`config.mk`:
```
export PLATFORM = sky130hd
export DESIGN_NAME = multi_channel_countdown
export DESIGN_NICKNAME = d
export VERILOG_FILES = /design/src/rtl/countdown_pkg.sv /design/src/rtl/countdown_channel.sv /design/src/rtl/multi_channel_countdown.sv
export SDC_FILE = /design/constraint.sdc
export NUM_CORES = 1
export LEC_CHECK = 0
export CAP_MARGIN = 20
export CORE_MARGIN = 1
export CORE_UTILIZATION = 50
export DETAILED_ROUTE_END_ITERATION = 16
export PLACE_DENSITY_LB_ADDON = 0.3
export SLEW_MARGIN = 20
export SYNTH_ARGS = -nofsm -noshare
export SYNTH_HDL_FRONTEND = slang
export SYNTH_HIERARCHICAL = 1
export SYNTH_SLANG_ARGS = --single-unit
```
`constraint.sdc`:
```
create_clock -name clk -period 3.45 [get_ports clk]
set_input_delay 0.8625 -clock clk [delete_from_list [all_inputs] [get_ports clk]]
set_output_delay 0.8625 -clock clk [all_outputs]
set_load 0.02 [all_outputs]
```
`src/rtl/countdown_pkg.sv`:
```
// Shared types and constants for the multi-channel countdown timer.
package countdown_pkg;

  typedef enum logic [1:0] {
    IDLE  = 2'd0,
    RUN   = 2'd1,
    PAUSE = 2'd2,
    DONE  = 2'd3
  } cd_state_t;

  localparam int SEC_MAX = 59;
  localparam int MIN_MAX = 59;

endpackage

```
`src/rtl/countdown_channel.sv`:
```
// One countdown channel: state machine, h/m/s value, reload value and a
// registered one-cycle expiry pulse. Commands arrive only when sel_hit is set.
module countdown_channel
  import countdown_pkg::*;
#(
  parameter int MAX_HOURS = 23,
  parameter int HW        = 5
) (
  input  logic          clk,
  input  logic          reset,
  input  logic          tick,
  input  logic          sel_hit,
  input  logic          start,
  input  logic          pause,
  input  logic          clear,
  input  logic          plus,
  input  logic          minus,
  input  logic          repeat_en,
  output logic [HW-1:0] hours,
  output logic [5:0]    mins,
  output logic [5:0]    secs,
  output logic          running,
  output logic          done,
  output logic          expired
);

  localparam logic [HW-1:0] H_MAX = HW'(MAX_HOURS);
  localparam logic [5:0]    M_MAX = 6'(MIN_MAX);
  localparam logic [5:0]    S_MAX = 6'(SEC_MAX);

  cd_state_t     state_q, state_d;
  logic [HW-1:0] h_q, h_d, rh_q, rh_d;
  logic [5:0]    m_q, m_d, s_q, s_d;
  logic [5:0]    rm_q, rm_d, rs_q, rs_d;
  logic          exp_q, exp_d;
  logic          value_zero, value_one, reload_zero;

  assign value_zero  = (h_q == '0) && (m_q == '0) && (s_q == '0);
  assign value_one   = (h_q == '0) && (m_q == '0) && (s_q == 6'd1);
  assign reload_zero = (rh_q == '0) && (rm_q == '0) && (rs_q == '0);

  // State and value registers, cleared by the synchronous reset.
  always_ff @(posedge clk) begin
    if (reset) begin
      state_q <= IDLE;
      h_q     <= '0;
      m_q     <= '0;
      s_q     <= '0;
      rh_q    <= '0;
      rm_q    <= '0;
      rs_q    <= '0;
      exp_q   <= 1'b0;
    end else begin
      state_q <= state_d;
      h_q     <= h_d;
      m_q     <= m_d;
      s_q     <= s_d;
      rh_q    <= rh_d;
      rm_q    <= rm_d;
      rs_q    <= rs_d;
      exp_q   <= exp_d;
    end
  end

  // Next state: the highest-priority addressed command wins and suppresses the tick.
  always_comb begin
    state_d = state_q;
    h_d     = h_q;
    m_d     = m_q;
    s_d     = s_q;
    rh_d    = rh_q;
    rm_d    = rm_q;
    rs_d    = rs_q;
    exp_d   = 1'b0;

    if (sel_hit && clear) begin
      state_d = IDLE;
      h_d     = '0;
      m_d     = '0;
      s_d     = '0;
      rh_d    = '0;
      rm_d    = '0;
      rs_d    = '0;
    end else if (sel_hit && pause) begin
      if (state_q == RUN) state_d = PAUSE;
    end else if (sel_hit && start) begin
      case (state_q)
        IDLE: begin
          if (!value_zero) begin
            state_d = RUN;
            rh_d    = h_q;
            rm_d    = m_q;
            rs_d    = s_q;
          end
        end
        PAUSE: begin
          if (!value_zero) state_d = RUN;
        end
        DONE: begin
          if (!reload_zero) begin
            state_d = RUN;
            h_d     = rh_q;
            m_d     = rm_q;
            s_d     = rs_q;
          end
        end
        default: begin
        end
      endcase
    end else if (sel_hit && plus) begin
      if (state_q != RUN) begin
        if (state_q == DONE) state_d = IDLE;
        if (h_q >= H_MAX && m_q == M_MAX) begin
          h_d = H_MAX;
          m_d = M_MAX;
          s_d = S_MAX;
        end else if (m_q == M_MAX) begin
          m_d = '0;
          h_d = h_q + 1'b1;
        end else begin
          m_d = m_q + 1'b1;
        end
      end
    end else if (sel_hit && minus) begin
      if (state_q == IDLE || state_q == PAUSE) begin
        if (h_q == '0 && m_q == '0) begin
          s_d = '0;
        end else if (m_q == '0) begin
          m_d = M_MAX;
          h_d = h_q - 1'b1;
        end else begin
          m_d = m_q - 1'b1;
        end
      end
    end else if (tick && state_q == RUN) begin
      if (value_one || value_zero) begin
        exp_d = 1'b1;
        if (repeat_en) begin
          h_d = rh_q;
          m_d = rm_q;
          s_d = rs_q;
        end else begin
          state_d = DONE;
          h_d     = '0;
          m_d     = '0;
          s_d     = '0;
        end
      end else if (s_q != '0) begin
        s_d = s_q - 1'b1;
      end else if (m_q != '0) begin
        s_d = S_MAX;
        m_d = m_q - 1'b1;
      end else begin
        s_d = S_MAX;
        m_d = M_MAX;
        h_d = h_q - 1'b1;
      end
    end
  end

  assign hours   = h_q;
  assign mins    = m_q;
  assign secs    = s_q;
  assign running = (state_q == RUN);
  assign done    = (state_q == DONE);
  assign expired = exp_q;

endmodule

```
`src/rtl/multi_channel_countdown.sv`:
```
// Multi-channel countdown timer: shared 1 s prescaler, CHANNELS independent
// channels, and a combinational display mux driven by sel.
module multi_channel_countdown
  import countdown_pkg::*;
#(
  parameter int  CLK_HZ    = 50000000,
  parameter int  CHANNELS  = 2,
  parameter int  MAX_HOURS = 23,
  localparam int HW        = $clog2(MAX_HOURS + 1),
  localparam int CW        = (CHANNELS > 1) ? $clog2(CHANNELS) : 1
) (
  input  logic                clk,
  input  logic                reset,
  input  logic [CW-1:0]       sel,
  input  logic                start,
  input  logic                pause,
  input  logic                clear,
  input  logic                plus,
  input  logic                minus,
  input  logic [CHANNELS-1:0] repeat_en,
  output logic [HW-1:0]       hours,
  output logic [5:0]          mins,
  output logic [5:0]          secs,
  output logic [CHANNELS-1:0] running,
  output logic [CHANNELS-1:0] expired,
  output logic                alarm
);

  localparam int            PW       = (CLK_HZ > 1) ? $clog2(CLK_HZ) : 1;
  localparam logic [PW-1:0] PRE_LAST = PW'(CLK_HZ - 1);

  logic [PW-1:0]       pre_q;
  logic                tick;
  logic [HW-1:0]       ch_hours [CHANNELS];
  logic [5:0]          ch_mins  [CHANNELS];
  logic [5:0]          ch_secs  [CHANNELS];
  logic [CHANNELS-1:0] ch_done;

  assign tick = (pre_q == PRE_LAST);

  // Shared prescaler wrapping every CLK_HZ cycles; tick marks its last count.
  always_ff @(posedge clk) begin
    if (reset) begin
      pre_q <= '0;
    end else if (tick) begin
      pre_q <= '0;
    end else begin
      pre_q <= pre_q + 1'b1;
    end
  end

  for (genvar i = 0; i < CHANNELS; i++) begin : g_ch
    countdown_channel #(
      .MAX_HOURS (MAX_HOURS),
      .HW        (HW)
    ) u_channel (
      .clk       (clk),
      .reset     (reset),
      .tick      (tick),
      .sel_hit   (sel == CW'(i)),
      .start     (start),
      .pause     (pause),
      .clear     (clear),
      .plus      (plus),
      .minus     (minus),
      .repeat_en (repeat_en[i]),
      .hours     (ch_hours[i]),
      .mins      (ch_mins[i]),
      .secs      (ch_secs[i]),
      .running   (running[i]),
      .done      (ch_done[i]),
      .expired   (expired[i])
    );
  end

  // Display mux: the addressed channel's time, zeros for an unused sel code.
  always_comb begin
    hours = '0;
    mins  = '0;
    secs  = '0;
    for (int i = 0; i < CHANNELS; i++) begin
      if (sel == CW'(i)) begin
        hours = ch_hours[i];
        mins  = ch_mins[i];
        secs  = ch_secs[i];
      end
    end
  end

  assign alarm = |ch_done;

endmodule
```
==> run summary, run 1 <==
* **source of the worst register-to-register timing path** pre_q[11]$_SDFF_PP0_
* **number of enable flip-flop cells after synthesis** 0
* **outcome** finished, final reports clean
* **most common cell after layout, fill and taps aside** dfxtp_1
* **Worst Min Path Start** pre_q[25]$_SDFF_PP0_
* **critical path capture point type** output pin
* **final worst-path cycle share** 97.19%
* **worst setup slack for register-to-register paths** 0.18 ns
* **largest fanout on the critical path** 33
* **count of boundary I/O pins** 32
* **path category of the worst min-delay check** flip-flop to flip-flop
* **pin count of the biggest net entering global routing** 34
* **mean number of vias per cell** 6.475
* **highest ir drop seen on vdd** 318.8 uV
* **worst-skew pair later-pin latency** 0.37 ns
* **wire length per cell** 18.95 microns
* **Synth-to-Final Area Change** 14.53%
* **Post-Route Setup TNS** 0 ns
* **clock slew at reported path FFs** 0.07 ns
* **slew at the pin closest to its max-slew limit** 0.7433 ns
* **min cycle time layout** 3.353 ns
* **Num CTS Buffers** 9
* **post-route cell area** 7810 sq um
* **overall global routing resource usage** 28.10%
* **num rows** 42
* **syn_nets** 852
* **cell count after synthesis** 825
* **horizontal die dimension** 118.8 microns
* **total via count after detailed routing** 6805
* **Register-to-Register Path Depth** 8
* **clock tree from TritonCTS** yes
* **hold violation total from the final report** 0
* **Final WS setup** 0.09708 ns
* **Critical Path Start Type** input port
* **wire length of the first global-routing pass** 31.85 mm
* **total grt overflow** 0
* **total leakage power** 2.947 nW
* **number of nets in the layout** 897
* **standard cell area after detailed placement** 7472 sq um
* **post-detailed-route count of antenna-violating nets** 0
* **Core ar.** 13300 sq um
* **height of the chip** 118.8 microns
* **Clock Tree Buf Depth** 2
* **post-synthesis sequential element count** 100
* **number of non-filler instances in the completed layout** 1051
* **r2r endpoint** g_ch[1].u_channel/secs[3]$_SDFFE_PP0P_
* **Total Routed Length** 19.91 mm
* **headroom to the max-slew limit** 50.06%
* **layout cells sized above 1** 15.31%
* **CTS HTree Levels** 3
* **dpl ws** -0.01897 ns
* **Yosys Warn Count** 6
* **Crit Path Class** input port to output pin
* **PD cells** 417.8 nW/um^2
* **routability cong.** 0.9823
* **ys async rst share** 0%
* **Post-CTS Hold Buffers** 0
* **setup-violating endpoint count in the final report** 0
* **number of diodes added for antenna fixing** 0
* **CP required** 2.59 ns
* **root buffer cell** clkbuf_16
* **first-pass detailed-route iteration total** 6
* **total power draw** 3.263 mW
* **number of antenna violations at the first check in global routing** 0
* **final-layout worst hold slack** 0.4890 ns
* **instance count along the most critical hold path** 2
* **effective utilization at floorplan** 51.29%
* **max-cap violation count** 0
* **via count of the first global-routing pass** 6430
* **area of the die** 14110 sq um
* **final core utilization** 58.74%
* **synthesized cell area** 6819 sq um
* **final worst clock skew** 0.008223 ns
* **highest clock frequency the design can meet** 298.2 MHz
* **count of buffers inserted at the top-level ports** 31
* **CTS sink count** 100
* **DP Wirelength** 14.49 mm
* **proportion of synthesized chip area in sequential cells** 29.36%
* **Max Slew Vio Count** 0
* **Netlist cell types** 91
* **total instance count after detailed placement** 1035
* **drc violations** 0
* **synthesized area per cell** 8.266 sq um
* **commonest non-fill, non-tap cells in the layout** dfxtp_1 (100), nor2_1 (91), nand2_1 (69), buf_4 (56), a21oi_1 (49)
* **unrepaired setup endpoints after global routing** no
* **Main synth FF type** dfxtp_1
* **Initial DRC Count** 617
* **CP arrival** 2.49 ns
* **worst min-delay path endpoint** pre_q[25]$_SDFF_PP0_
==> routing by layer <==
layer / part of all wire, % / GRT usage (%) / vias up
li1: - / - / 3155
met4: 3.7 / 15.27 / 0
met1: 41 / 35.38 / 3203
met2: 47 / 46.31 / 372
met5: 0 / 0 / -
met3: 8.1 / 3.861 / 75
==> state kept, by name, indices dropped and copies added (netlist names) <==
register / flops
g_ch.u_channel/expired: 2
g_ch.u_channel/hours: 10
g_ch.u_channel/mins: 12
g_ch.u_channel/rh_q: 10
g_ch.u_channel/rm_q: 12
g_ch.u_channel/rs_q: 12
g_ch.u_channel/secs: 12
g_ch.u_channel/state_q: 4
pre_q: 26
==> repair_timing <==
item,4_1_cts,5_1_grt
pin swaps,0,1
gates resized for setup,1,1
setup buffers,0,0
setup endpoints to repair,1,2
==> how the worst max path moves through the flow <==
stage                                    start                                     end
after floorplan           pre_q[11]$_SDFF_PP0_  g_ch[1].u_channel/secs[4]$_SDFFE_PP0P_
after global placement                    plus  g_ch[1].u_channel/secs[3]$_SDFFE_PP0P_
after detailed placement  pre_q[11]$_SDFF_PP0_  g_ch[1].u_channel/secs[3]$_SDFFE_PP0P_
after CTS                 pre_q[11]$_SDFF_PP0_  g_ch[1].u_channel/secs[3]$_SDFFE_PP0P_
after global routing                       sel                                 mins[5]
final                                      sel                                 mins[5]
==> synthesized netlist by cell type, types with 4 or more instances <==
master | count | area, sq um
clkbuf_1 | 26 | 97.59
nor2b_1 | 5 | 31.28
nand4_1 | 17 | 106.4
mux2i_1 | 41 | 410.4
mux2_2 | 17 | 191.4
xor2_1 | 18 | 157.7
a221oi_1 | 4 | 35.03
or3_1 | 13 | 81.33
a31oi_1 | 19 | 118.9
nand2b_1 | 6 | 37.54
and2_1 | 6 | 37.54
o22ai_1 | 5 | 31.28
a21o_1 | 4 | 30.03
a22oi_1 | 8 | 60.06
and3_1 | 13 | 81.33
o211ai_1 | 4 | 30.03
or4_4 | 4 | 45.04
ha_1 | 17 | 212.7
and3b_1 | 4 | 35.03
buf_6 | 10 | 112.6
o21a_1 | 7 | 52.55
a211oi_1 | 9 | 67.56
o31ai_1 | 10 | 75.07
nor2_1 | 91 | 341.6
and4_1 | 5 | 43.79
nand3_1 | 23 | 115.1
nor4_1 | 12 | 75.07
nor3_1 | 19 | 95.09
xnor2_1 | 16 | 140.1
a21oi_1 | 49 | 245.2
inv_1 | 20 | 75.07
nand2_1 | 69 | 259.0
o32ai_1 | 5 | 43.79
buf_2 | 11 | 55.05
o21ai_0 | 39 | 195.2
or4_1 | 11 | 82.58
dfxtp_1 | 100 | 2002
==> logic make-up (layout without fill, tap and decap cells) <==
group                    Yosys count  in the layout  share of synthesized area (%)
AO/OA/AOI/OAI                    211            211                          21.45
flip-flops                       100            100                          29.36
adder cells (fa/ha/maj)           17             17                          3.119
XOR/XNOR                          34             34                          4.367
multiplexers                      59             59                          9.046
buffers and inverters             75            125                          6.000
AND/OR/NAND/NOR                  329            329                          26.66
==> where the power goes <==
group | leakage, nW | total (mW) | switching, mW | internal, mW
sequential | 0.809 | 1.26 | 0.0739 | 1.18
clock | 0.151 | 1.11 | 0.456 | 0.653
combinational | 1.99 | 0.895 | 0.512 | 0.384
total | 2.95 | 3.26 | 1.04 | 2.22
==> layout make-up <==
cell class                      count  area (sq um)
Clock buffer                       10         239.0
Sequential cell                   100          2002
Tap cell                          176         220.2
Fill cell                        1154          5485
Timing Repair Buffer               88         750.7
Inverter                           21         78.83
Multi-Input combinational cell    650          4432
Clock inverter                      6         87.58
==> worst max-delay path, stage by stage <==
cell and delay, ns:
clkdlybuf4s50_1 0.51, buf_12 0.21, mux2_2 0.35, clkdlybuf4s50_1 0.54
Power figures use the tool's default switching activity.
==> inputs of run 2 (changes only) <==
Clock period 3.45 ns to 4.1 ns, I/O delays scaled along.
==> run summary, run 2 (synthesized netlist as in run 1, its figures left out) <==
* **CP arrival** 4.17 ns
* **CTS sink count** 100
* **number of non-filler instances in the completed layout** 1018
* **num rows** 42
* **area used by multi-input combinational logic** 4420 sq um
* **Max Slew Vio Count** 0
* **source of the worst register-to-register timing path** pre_q[11]$_SDFF_PP0_
* **drc violations** 0
* **effective utilization at floorplan** 51.29%
* **Core ar.** 13300 sq um
* **critical path capture point type** flip-flop
* **slowest cell on the critical path** or4_4
* **Critical Path Start Type** flip-flop
* **total leakage power** 2.753 nW
* **wire length per cell** 18.87 microns
* **count of boundary I/O pins** 32
* **hold violation total from the final report** 0
* **most common cell after layout, fill and taps aside** dfxtp_1
* **instance count along the most critical hold path** 1
* **worst min-delay path endpoint** pre_q[0]$_SDFF_PP0_
* **height of the chip** 118.8 microns
* **final worst clock skew** 0.006528 ns
* **cells along the critical path** or4_1 > or4_4 > nor3_1 > nand2_1 > a221o_1 > or4_4 > or4_1 > a21oi_1
* **setup-violating endpoint count in the final report** 0
* **via count of the first global-routing pass** 6237
* **path category of the worst min-delay check** flip-flop to flip-flop
* **total via count after detailed routing** 6648
* **total of cells resized after clock tree synthesis** 0
* **Worst Min Path Start** pre_q[0]$_SDFF_PP0_
* **pin count of the biggest net entering global routing** 34
* **routability cong.** 0.9867
* **highest ir drop seen on vdd** 177.5 uV
* **Post-CTS Hold Buffers** 0
* **largest incremental delay on the critical path** 0.64 ns
* **Post-Route Setup TNS** 0 ns
* **root buffer cell** clkbuf_16
* **DP Wirelength** 13.98 mm
* **mean number of vias per cell** 6.530
* **total power draw** 2.582 mW
* **Crit Path Class** flip-flop to flip-flop
* **wire length of the first global-routing pass** 31.34 mm
* **headroom to the max-slew limit** 34.48%
* **clock tree from TritonCTS** yes
* **horizontal die dimension** 118.8 microns
* **Num CTS Buffers** 9
* **worst setup slack for register-to-register paths** 0.22 ns
* **worst-skew pair later-pin latency** 0.36 ns
* **largest fanout on the critical path** 11
* **count of buffers inserted at the top-level ports** 31
* **post-detailed-route count of antenna-violating nets** 0
* **clock slew at reported path FFs** 0.07 ns
* **PD cells** 344.1 nW/um^2
* **layout cells sized above 1** 11.64%
* **Seq. cell area** 2002 sq um
* **flip-flop count of the largest register, all copies and words added** 26
* **max-cap violation count** 0
* **largest delay contributor family on the critical path** simple AND/OR/NAND/NOR gates
* **overall global routing resource usage** 27.72%
* **number of diodes added for antenna fixing** 0
* **CP Buf/Inv Count** 0
* **filler cell count in the final layout** 1182
* **number of buffers added for setup after CTS** 0
* **r2r endpoint** g_ch[1].u_channel/secs[3]$_SDFFE_PP0P_
* **Initial DRC Count** 493
* **Register-to-Register Path Depth** 8
* **total grt overflow** 0
* **Synth-to-Final Area Change** 10.02%
* **total instance count after detailed placement** 1003
* **number of nets in the layout** 865
* **min cycle time layout** 3.883 ns
* **register with the most flip-flops** pre_q
* **commonest non-fill, non-tap cells in the layout** dfxtp_1 (100), nor2_1 (91), nand2_1 (69), a21oi_1 (49), mux2i_1 (41)
* **CP required** 4.39 ns
* **highest clock frequency the design can meet** 257.5 MHz
* **final worst-path cycle share** 94.70%
* **slew at the pin closest to its max-slew limit** 0.9828 ns
* **unrepaired setup endpoints after global routing** no
* **first-pass detailed-route iteration total** 7
* **outcome** finished, final reports clean
* **area of the die** 14110 sq um
* **number of antenna violations at the first check in global routing** 0
* **Total Routed Length** 19.21 mm
* **Clock Tree Buf Depth** 2
* **CTS HTree Levels** 3
[run 2: how the worst max path moves through the flow]
stage | slack, ns | from | endpoint | cells past startpoint
6_report | 0.22 | pre_q[11]$_SDFF_PP0_ | g_ch[1].u_channel/secs[3]$_SDFFE_PP0P_ | 8
5_1_grt | 0.07 | pre_q[11]$_SDFF_PP0_ | g_ch[1].u_channel/secs[3]$_SDFFE_PP0P_ | 8
4_1_cts | 0.25 | pre_q[11]$_SDFF_PP0_ | g_ch[1].u_channel/secs[3]$_SDFFE_PP0P_ | 8
3_5_place_dp | 0.27 | pre_q[11]$_SDFF_PP0_ | g_ch[1].u_channel/secs[3]$_SDFFE_PP0P_ | 8
3_3_place_gp | 0.33 | pre_q[11]$_SDFF_PP0_ | g_ch[1].u_channel/secs[3]$_SDFFE_PP0P_ | 8
2_1_floorplan | 0.66 | sel | g_ch[0].u_channel/hours[3]$_SDFFE_PP0P_ | 11
[run 2: cell type report]
| cell class | instances | share of cell area, % |
|---|---|---|
| clock buffers | 13 | 3.469 |
| clock inverters | 2 | 0.1334 |
| inverters | 21 | 1.051 |
| multi-input cells | 650 | 58.92 |
| flip-flops and latches | 100 | 26.68 |
| well taps | 176 | 2.935 |
| repair buffers | 56 | 6.805 |
[run 2: metal layers]
metal / wire, microns / GRT usage, % / up-vias
met1: 8214 / 35.95 / 3199
met4: 663 / 12.50 / 0
met3: 1317 / 4.006 / 65
met2: 9013 / 45.43 / 289
met5: 0 / 0 / -
li1: - / - / 3095
[run 2: where the power goes]
group          internal (mW)  switching, mW
combinational          0.303          0.418
sequential             0.997         0.0636
clock                  0.440          0.360
total                   1.74          0.842
[run 2: metrics by stage]
stage          hold WS (ns)  utilization (%)  cell area, sq um  setup WS [ns]
2_1_floorplan        0.4264                -              6819         0.6642
3_3_place_gp         0.4372            54.39              7232         0.3256
3_5_place_dp         0.4681            54.39              7232         0.2669
4_1_cts              0.4767            56.43              7502         0.2499
5_1_grt              0.5071            56.43              7502        0.06605
6_report             0.4731            56.43              7502         0.2172
[run 2: worst reg2reg max path: stages, from the launching register on]
cell and delay (ns):
dfxtp_1 0.35, or4_1 0.54, or4_4 0.55, nor3_1 0.49, nand2_1 0.12, a221o_1 0.45
or4_4 0.64, or4_1 0.55, a21oi_1 0.14
==> inputs of run 3 (changes only) <==
Settings changed: CORE_MARGIN 1 to not set.
==> results of run 3 <==
No change in the layout: final DEF, timing and power equal those of run 2.
